--- src/rtl/point_detect.sv ---
// Rally rule engine: detects goal-line crossings once per frame, emits one-cycle score pulses
// and sequences serve hold/direction. Define WIN_LIMIT_EN to add match tallies and a game-over state.
module point_detect #(
    parameter int X_W          = 10,
    parameter int LEFT_GOAL    = 0,
    parameter int RIGHT_GOAL   = 632,
    parameter int SERVE_FRAMES = 60,
    parameter int WIN_SCORE    = 9
) (
    input  logic           clk,
    input  logic           rst,
    input  logic           frame_tick,
    input  logic           start,
    input  logic [X_W-1:0] ball_x,
    output logic           p1_point,
    output logic           p2_point,
    output logic           ball_hold,
    output logic           serve_dir,
    output logic           game_over
);

    localparam int             CNT_W    = (SERVE_FRAMES < 2) ? 1 : $clog2(SERVE_FRAMES);
    localparam logic [CNT_W-1:0] CNT_LAST = CNT_W'((SERVE_FRAMES == 0) ? 0 : SERVE_FRAMES - 1);
    localparam logic [X_W-1:0] LEFT_X   = X_W'(LEFT_GOAL);
    localparam logic [X_W-1:0] RIGHT_X  = X_W'(RIGHT_GOAL);

    typedef enum logic [2:0] {
        S_IDLE,
        S_SERVE,
        S_PLAY,
        S_POINT
`ifdef WIN_LIMIT_EN
        , S_OVER
`endif
    } state_t;

    state_t           state, state_n;
    logic [CNT_W-1:0] cnt, cnt_n;
    logic             p1_n, p2_n, dir_n;

`ifdef WIN_LIMIT_EN
    localparam logic [3:0] WIN_T = 4'(WIN_SCORE);
    logic [3:0] tally1, tally2, tally1_n, tally2_n;
`endif

    always_comb begin
        state_n = state;
        cnt_n   = cnt;
        p1_n    = 1'b0;
        p2_n    = 1'b0;
        dir_n   = serve_dir;
`ifdef WIN_LIMIT_EN
        tally1_n = tally1;
        tally2_n = tally2;
`endif
        case (state)
            S_IDLE: begin
                if (start) begin
                    state_n = S_SERVE;
                    cnt_n   = '0;
                end
            end
            S_SERVE: begin
                // A zero-length serve still spends one cycle here so pulses stay spaced
                if (SERVE_FRAMES == 0) begin
                    state_n = S_PLAY;
                end else if (frame_tick) begin
                    if (cnt == CNT_LAST) state_n = S_PLAY;
                    else                 cnt_n   = cnt + 1'b1;
                end
            end
            S_PLAY: begin
                if (frame_tick) begin
                    if (ball_x <= LEFT_X) begin
                        state_n = S_POINT;
                        p2_n    = 1'b1;
                        dir_n   = 1'b0;
                    end else if (ball_x >= RIGHT_X) begin
                        state_n = S_POINT;
                        p1_n    = 1'b1;
                        dir_n   = 1'b1;
                    end
                end
            end
            S_POINT: begin
                state_n = S_SERVE;
                cnt_n   = '0;
`ifdef WIN_LIMIT_EN
                // Tallies were already bumped on entry to POINT
                if (tally1 == WIN_T || tally2 == WIN_T) state_n = S_OVER;
`endif
            end
`ifdef WIN_LIMIT_EN
            S_OVER: begin
                if (start) begin
                    state_n  = S_SERVE;
                    cnt_n    = '0;
                    tally1_n = '0;
                    tally2_n = '0;
                end
            end
`endif
            default: state_n = S_IDLE;
        endcase
`ifdef WIN_LIMIT_EN
        if (p1_n) tally1_n = tally1 + 4'd1;
        if (p2_n) tally2_n = tally2 + 4'd1;
`endif
    end

    always_ff @(posedge clk) begin
        if (rst) begin
            state     <= S_IDLE;
            cnt       <= '0;
            p1_point  <= 1'b0;
            p2_point  <= 1'b0;
            ball_hold <= 1'b1;
            serve_dir <= 1'b0;
        end else begin
            state     <= state_n;
            cnt       <= cnt_n;
            p1_point  <= p1_n;
            p2_point  <= p2_n;
            ball_hold <= (state_n != S_PLAY);
            serve_dir <= dir_n;
        end
    end

`ifdef WIN_LIMIT_EN
    always_ff @(posedge clk) begin
        if (rst) begin
            tally1    <= '0;
            tally2    <= '0;
            game_over <= 1'b0;
        end else begin
            tally1    <= tally1_n;
            tally2    <= tally2_n;
            game_over <= (state_n == S_OVER);
        end
    end
`else
    assign game_over = 1'b0;
`endif

endmodule
--- config.mk ---
export PLATFORM = sky130hd
export DESIGN_NAME = point_detect
export DESIGN_NICKNAME = d
export VERILOG_FILES = /design/src/rtl/point_detect.sv
export SDC_FILE = /design/constraint.sdc
export NUM_CORES = 1
export LEC_CHECK = 0
export BUFFER_PORTS_ARGS = -buffer_cell sky130_fd_sc_hd__buf_2
export CAP_MARGIN = 15
export CORE_UTILIZATION = 46
export CTS_BUF_LIST = sky130_fd_sc_hd__clkbuf_16
export DETAILED_ROUTE_END_ITERATION = 8
export GPL_ROUTABILITY_DRIVEN = 0
export GPL_TIMING_DRIVEN = 1
export HOLD_SLACK_MARGIN = 0.06
export PLACE_DENSITY = 0.72
export SETUP_SLACK_MARGIN = 0.05
export SLEW_MARGIN = 0
export SYNTH_ARGS = -nofsm -noshare
export SYNTH_HDL_FRONTEND = slang
export SYNTH_SLANG_ARGS = --single-unit
export TNS_END_PERCENT = 50
--- constraint.sdc ---
create_clock -name clk -period 1.8 [get_ports clk]
set_input_delay 0.18 -clock clk [delete_from_list [all_inputs] [get_ports clk]]
set_output_delay 0.18 -clock clk [all_outputs]
set_load 0.01 [all_outputs]
==> out/qor_table.md <==
| Result | This run | Unit |
|---|---|---|
| Via total after detailed routing | 540 | - |
| Horizontal die dimension | 39.4 | um |
| Syn avg cell area | 9.58 | um2 |
| Maximum root-to-sink buffer count | 2 | - |
| Effective utilization at floorplan | 49.3 | % |
| Antenna Violating Nets Remaining | 0 | - |
| Register-to-Register Setup Slack | 0.31 | ns |
| Root Buffer | sky130_fd_sc_hd__clkbuf_16 | - |
| Nature of the critical path endpoint | flip-flop | - |
| Hold-fix buffers, CTS | 0 | - |
| Status | completed | - |
| DR pass1 iterations | 4 | - |
| Async set-or-reset flop fraction in the synthesized netlist | 0 | % |
| Clock network latency to the later pin of the worst-skew pair | 0.24 | ns |
| Data arrival time of the critical path | 1.61 | ns |
| Warnings from Yosys | 0 | - |
| Die Area | 1550 | um2 |
| Violation count after the first detailed-routing iteration | 15 | - |
| Critical R2R Capture | ball_hold | - |
| Kind of cell adding the most delay to the critical path | simple AND/OR/NAND/NOR gates | - |
| Core area | 1300 | um2 |
| Cells resized by post-CTS repair | 0 | - |
| # diodes | 0 | - |
| Number of nets in the layout | 103 | - |
| Post-synth EDFFs | 0 | - |
| Fill cell instance count of the final layout | 125 | - |
| Post-CTS repair timing setup buffer count | 0 | - |
| Post-synthesis cell area | 642 | um2 |
| Vias per inst | 5.29 | - |
| Power density cells | 920 | nW/um2 |
| Wire length of the first global-routing pass | 1.93 | mm |
| Congestion Overflow GR | 0 | - |
| Hold Worst Slack | 0.181 | ns |
| Crit start category | flip-flop | - |
| Total stage count of the critical path | 5 | - |
| Static leakage | 0.341 | nW |
| Final critical delay including setup and external delays | 1.49 | ns |
| Longest individual stage delay on the worst path | 0.37 | ns |
| Post-synthesis cell count | 67 | - |
| Storage cell area | 260 | um2 |
| End of the critical path | ball_hold | - |
| Data required time of the worst path | 1.92 | ns |
| Maximum vdd drop | 0.000664 | V |
| Number of global-route vias before repair | 455 | - |
| Most common library cell in the layout ignoring fill and taps | sky130_fd_sc_hd__buf_2 | - |
| Remaining design rule violation count | 0 | - |
| Cell type of the slowest stage on the worst timing path | sky130_fd_sc_hd__dfxtp_1 | - |
| Initial antenna violation count | 0 | - |
| Worst r2r path cells | 5 | - |
| Reg clk slew, reported paths | 0.04 | ns |
| Max FO, Critical Path | 6 | - |
| Count of different cell masters after synthesis | 36 | - |
| Pin count of the biggest net entering global routing | 10 | - |
| Type of the worst min-delay path | primary input to flip-flop | - |
| CP Cell Sequence | ha_1 -> and4b_2 -> nand3_1 -> a211oi_1 -> nand2_1 | - |
| Maximum level of the CTS H-tree | 1 | - |
| Number of rows created at floorplan | 13 | - |
| Largest clock skew in the final design | 0.000484 | ns |
| Layout overhead on the synthesized area | 27.3 | % |
| Max Cap Viol | 0 | - |
| Highest-count cells in the layout ignoring fill and taps | sky130_fd_sc_hd__buf_2 (17), sky130_fd_sc_hd__dfxtp_1 (13), sky130_fd_sc_hd__nor2_1 (5) | - |
| Sequential-to-total area share from yosys stat | 40.5 | % |
| Number of I/O pins | 19 | - |
| Max-slew violations | 0 | - |
| Fin. Hold Viols | 0 | - |
| RSZ-0062 raised after global routing | no | - |
| Ys flop type | sky130_fd_sc_hd__dfxtp_1 | - |
| CTS tree | yes | - |
| HPWL after detailed placement | 934 | um |
| Final setup violating endpoints | 0 | - |
| Port buffer count | 17 | - |
| Multi-input combinational cell area | 369 | um2 |
| Overall fraction of global-route tracks in use | 19.9 | % |
| Worst Setup Path Type | flip-flop to flip-flop | - |
| Drt wl/cell | 12.0 | um |
| Register bit count reported by yosys | 13 | - |
| Layout cells sized above 1 | 31.0 | % |
| Critical Path Start | cnt[0] | - |
| Vert. Die Dim | 39.4 | um |
| Critical path buffers and inverters | 0 | - |
| Actual transition at the worst max-transition pin | 0.552 | ns |
| Total CTS buffers | 3 | - |
| Highest clock frequency the design can meet | 671 | MHz |
| # clock sinks | 13 | - |
| Final Routed Wirelength | 1.22 | mm |
| Startpoint of the most critical register-to-register path | cnt[0] | - |
| Relative slew slack | 63.1 | % |
| Part of the cycle the worst path needs | 82.8 | % |
| Post-route setup TNS | 0 | ns |
[cell usage after synthesis, types with 2 or more instances]
cell / n / area share, %
sky130_fd_sc_hd__nor4_1: 2 / 1.9
sky130_fd_sc_hd__nor2b_1: 2 / 1.9
sky130_fd_sc_hd__o2111ai_1: 2 / 2.7
sky130_fd_sc_hd__xor2_1: 2 / 2.7
sky130_fd_sc_hd__o21ai_0: 3 / 2.3
sky130_fd_sc_hd__a211oi_1: 2 / 2.3
sky130_fd_sc_hd__nand3_1: 3 / 2.3
sky130_fd_sc_hd__nor2_1: 5 / 2.9
sky130_fd_sc_hd__nor2b_4: 2 / 4.3
sky130_fd_sc_hd__a21oi_1: 3 / 2.3
sky130_fd_sc_hd__nand2_1: 2 / 1.2
sky130_fd_sc_hd__and4_1: 3 / 4.1
sky130_fd_sc_hd__dfxtp_1: 13 / 41
[power breakdown]
group           total, W  internal [W]  switching, W
combinational  0.0000404     0.0000203     0.0000201
sequential      0.000299      0.000293    0.00000609
clock           0.000413      0.000295      0.000118
total           0.000752      0.000608      0.000144
[metal layers]
metal / wire length (um) / GRT usage (%) / part of all wire [%]
met1: 559 / 21.8 / 46
met2: 576 / 30.8 / 47
met3: 73 / 10.2 / 6.0
met4: 13 / 10.3 / 1.1
met5: 0 / 0 / 0
[worst min path at each step]
stage / from / to / slack [ns] / depth (start not counted)
floorplan: rst / p1_point / 0.25 / 1
global placement: rst / p1_point / 0.43 / 2
detailed placement: rst / p1_point / 0.43 / 2
CTS: rst / p1_point / 0.18 / 2
global route: rst / p1_point / 0.19 / 2
finish: rst / p1_point / 0.18 / 2
[stage by stage]
stage / total power [W] / util [%] / instance area, um2 / setup WS [ns] / cells
4_1_cts: 0.000764 / 62.8 / 817 / 0.304 / 102
3_3_place_gp: 0.000343 / 56.6 / 737 / 0.403 / 98
2_1_floorplan: 0.000324 / - / 646 / 0.489 / 68
3_5_place_dp: 0.000344 / 56.6 / 737 / 0.316 / 98
6_report: 0.000752 / 62.8 / 817 / 0.310 / 102
5_1_grt: 0.000783 / 62.8 / 817 / 0.176 / 102
[sequential cells by signal, indices dropped and copies added (netlist names)]
| signal | count |
|---|---|
| state | 3 |
| cnt | 6 |
| ball_hold | 1 |
| p1_point | 1 |
| p2_point | 1 |
| serve_dir | 1 |
[final cells by class]
| cell class | count | area share [%] |
|---|---|---|
| Multi-Input combinational cell | 52 | 45.2 |
| Sequential cell | 13 | 31.9 |
| Timing Repair Buffer | 17 | 10.4 |
| Clock buffer | 3 | 9.19 |
| Tap cell | 15 | 2.30 |
| Clock inverter | 1 | 0.613 |
| Inverter | 1 | 0.459 |
[cells by family (layout without fill, tap and decap cells)]
kind of cell / after synthesis / after routing / synth area share, %
multiplexers: 1 / 1 / 1.56
AO/OA/AOI/OAI: 17 / 17 / 18.7
adder cells (fa/ha/maj): 1 / 1 / 1.95
buffers and inverters: 3 / 22 / 2.53
XOR/XNOR: 2 / 2 / 2.73
other: 1 / 2 / 0.584
flip-flops: 13 / 13 / 40.5
AND/OR/NAND/NOR: 29 / 29 / 31.4
No activity file was read; power rests on OpenSTA's default activity.
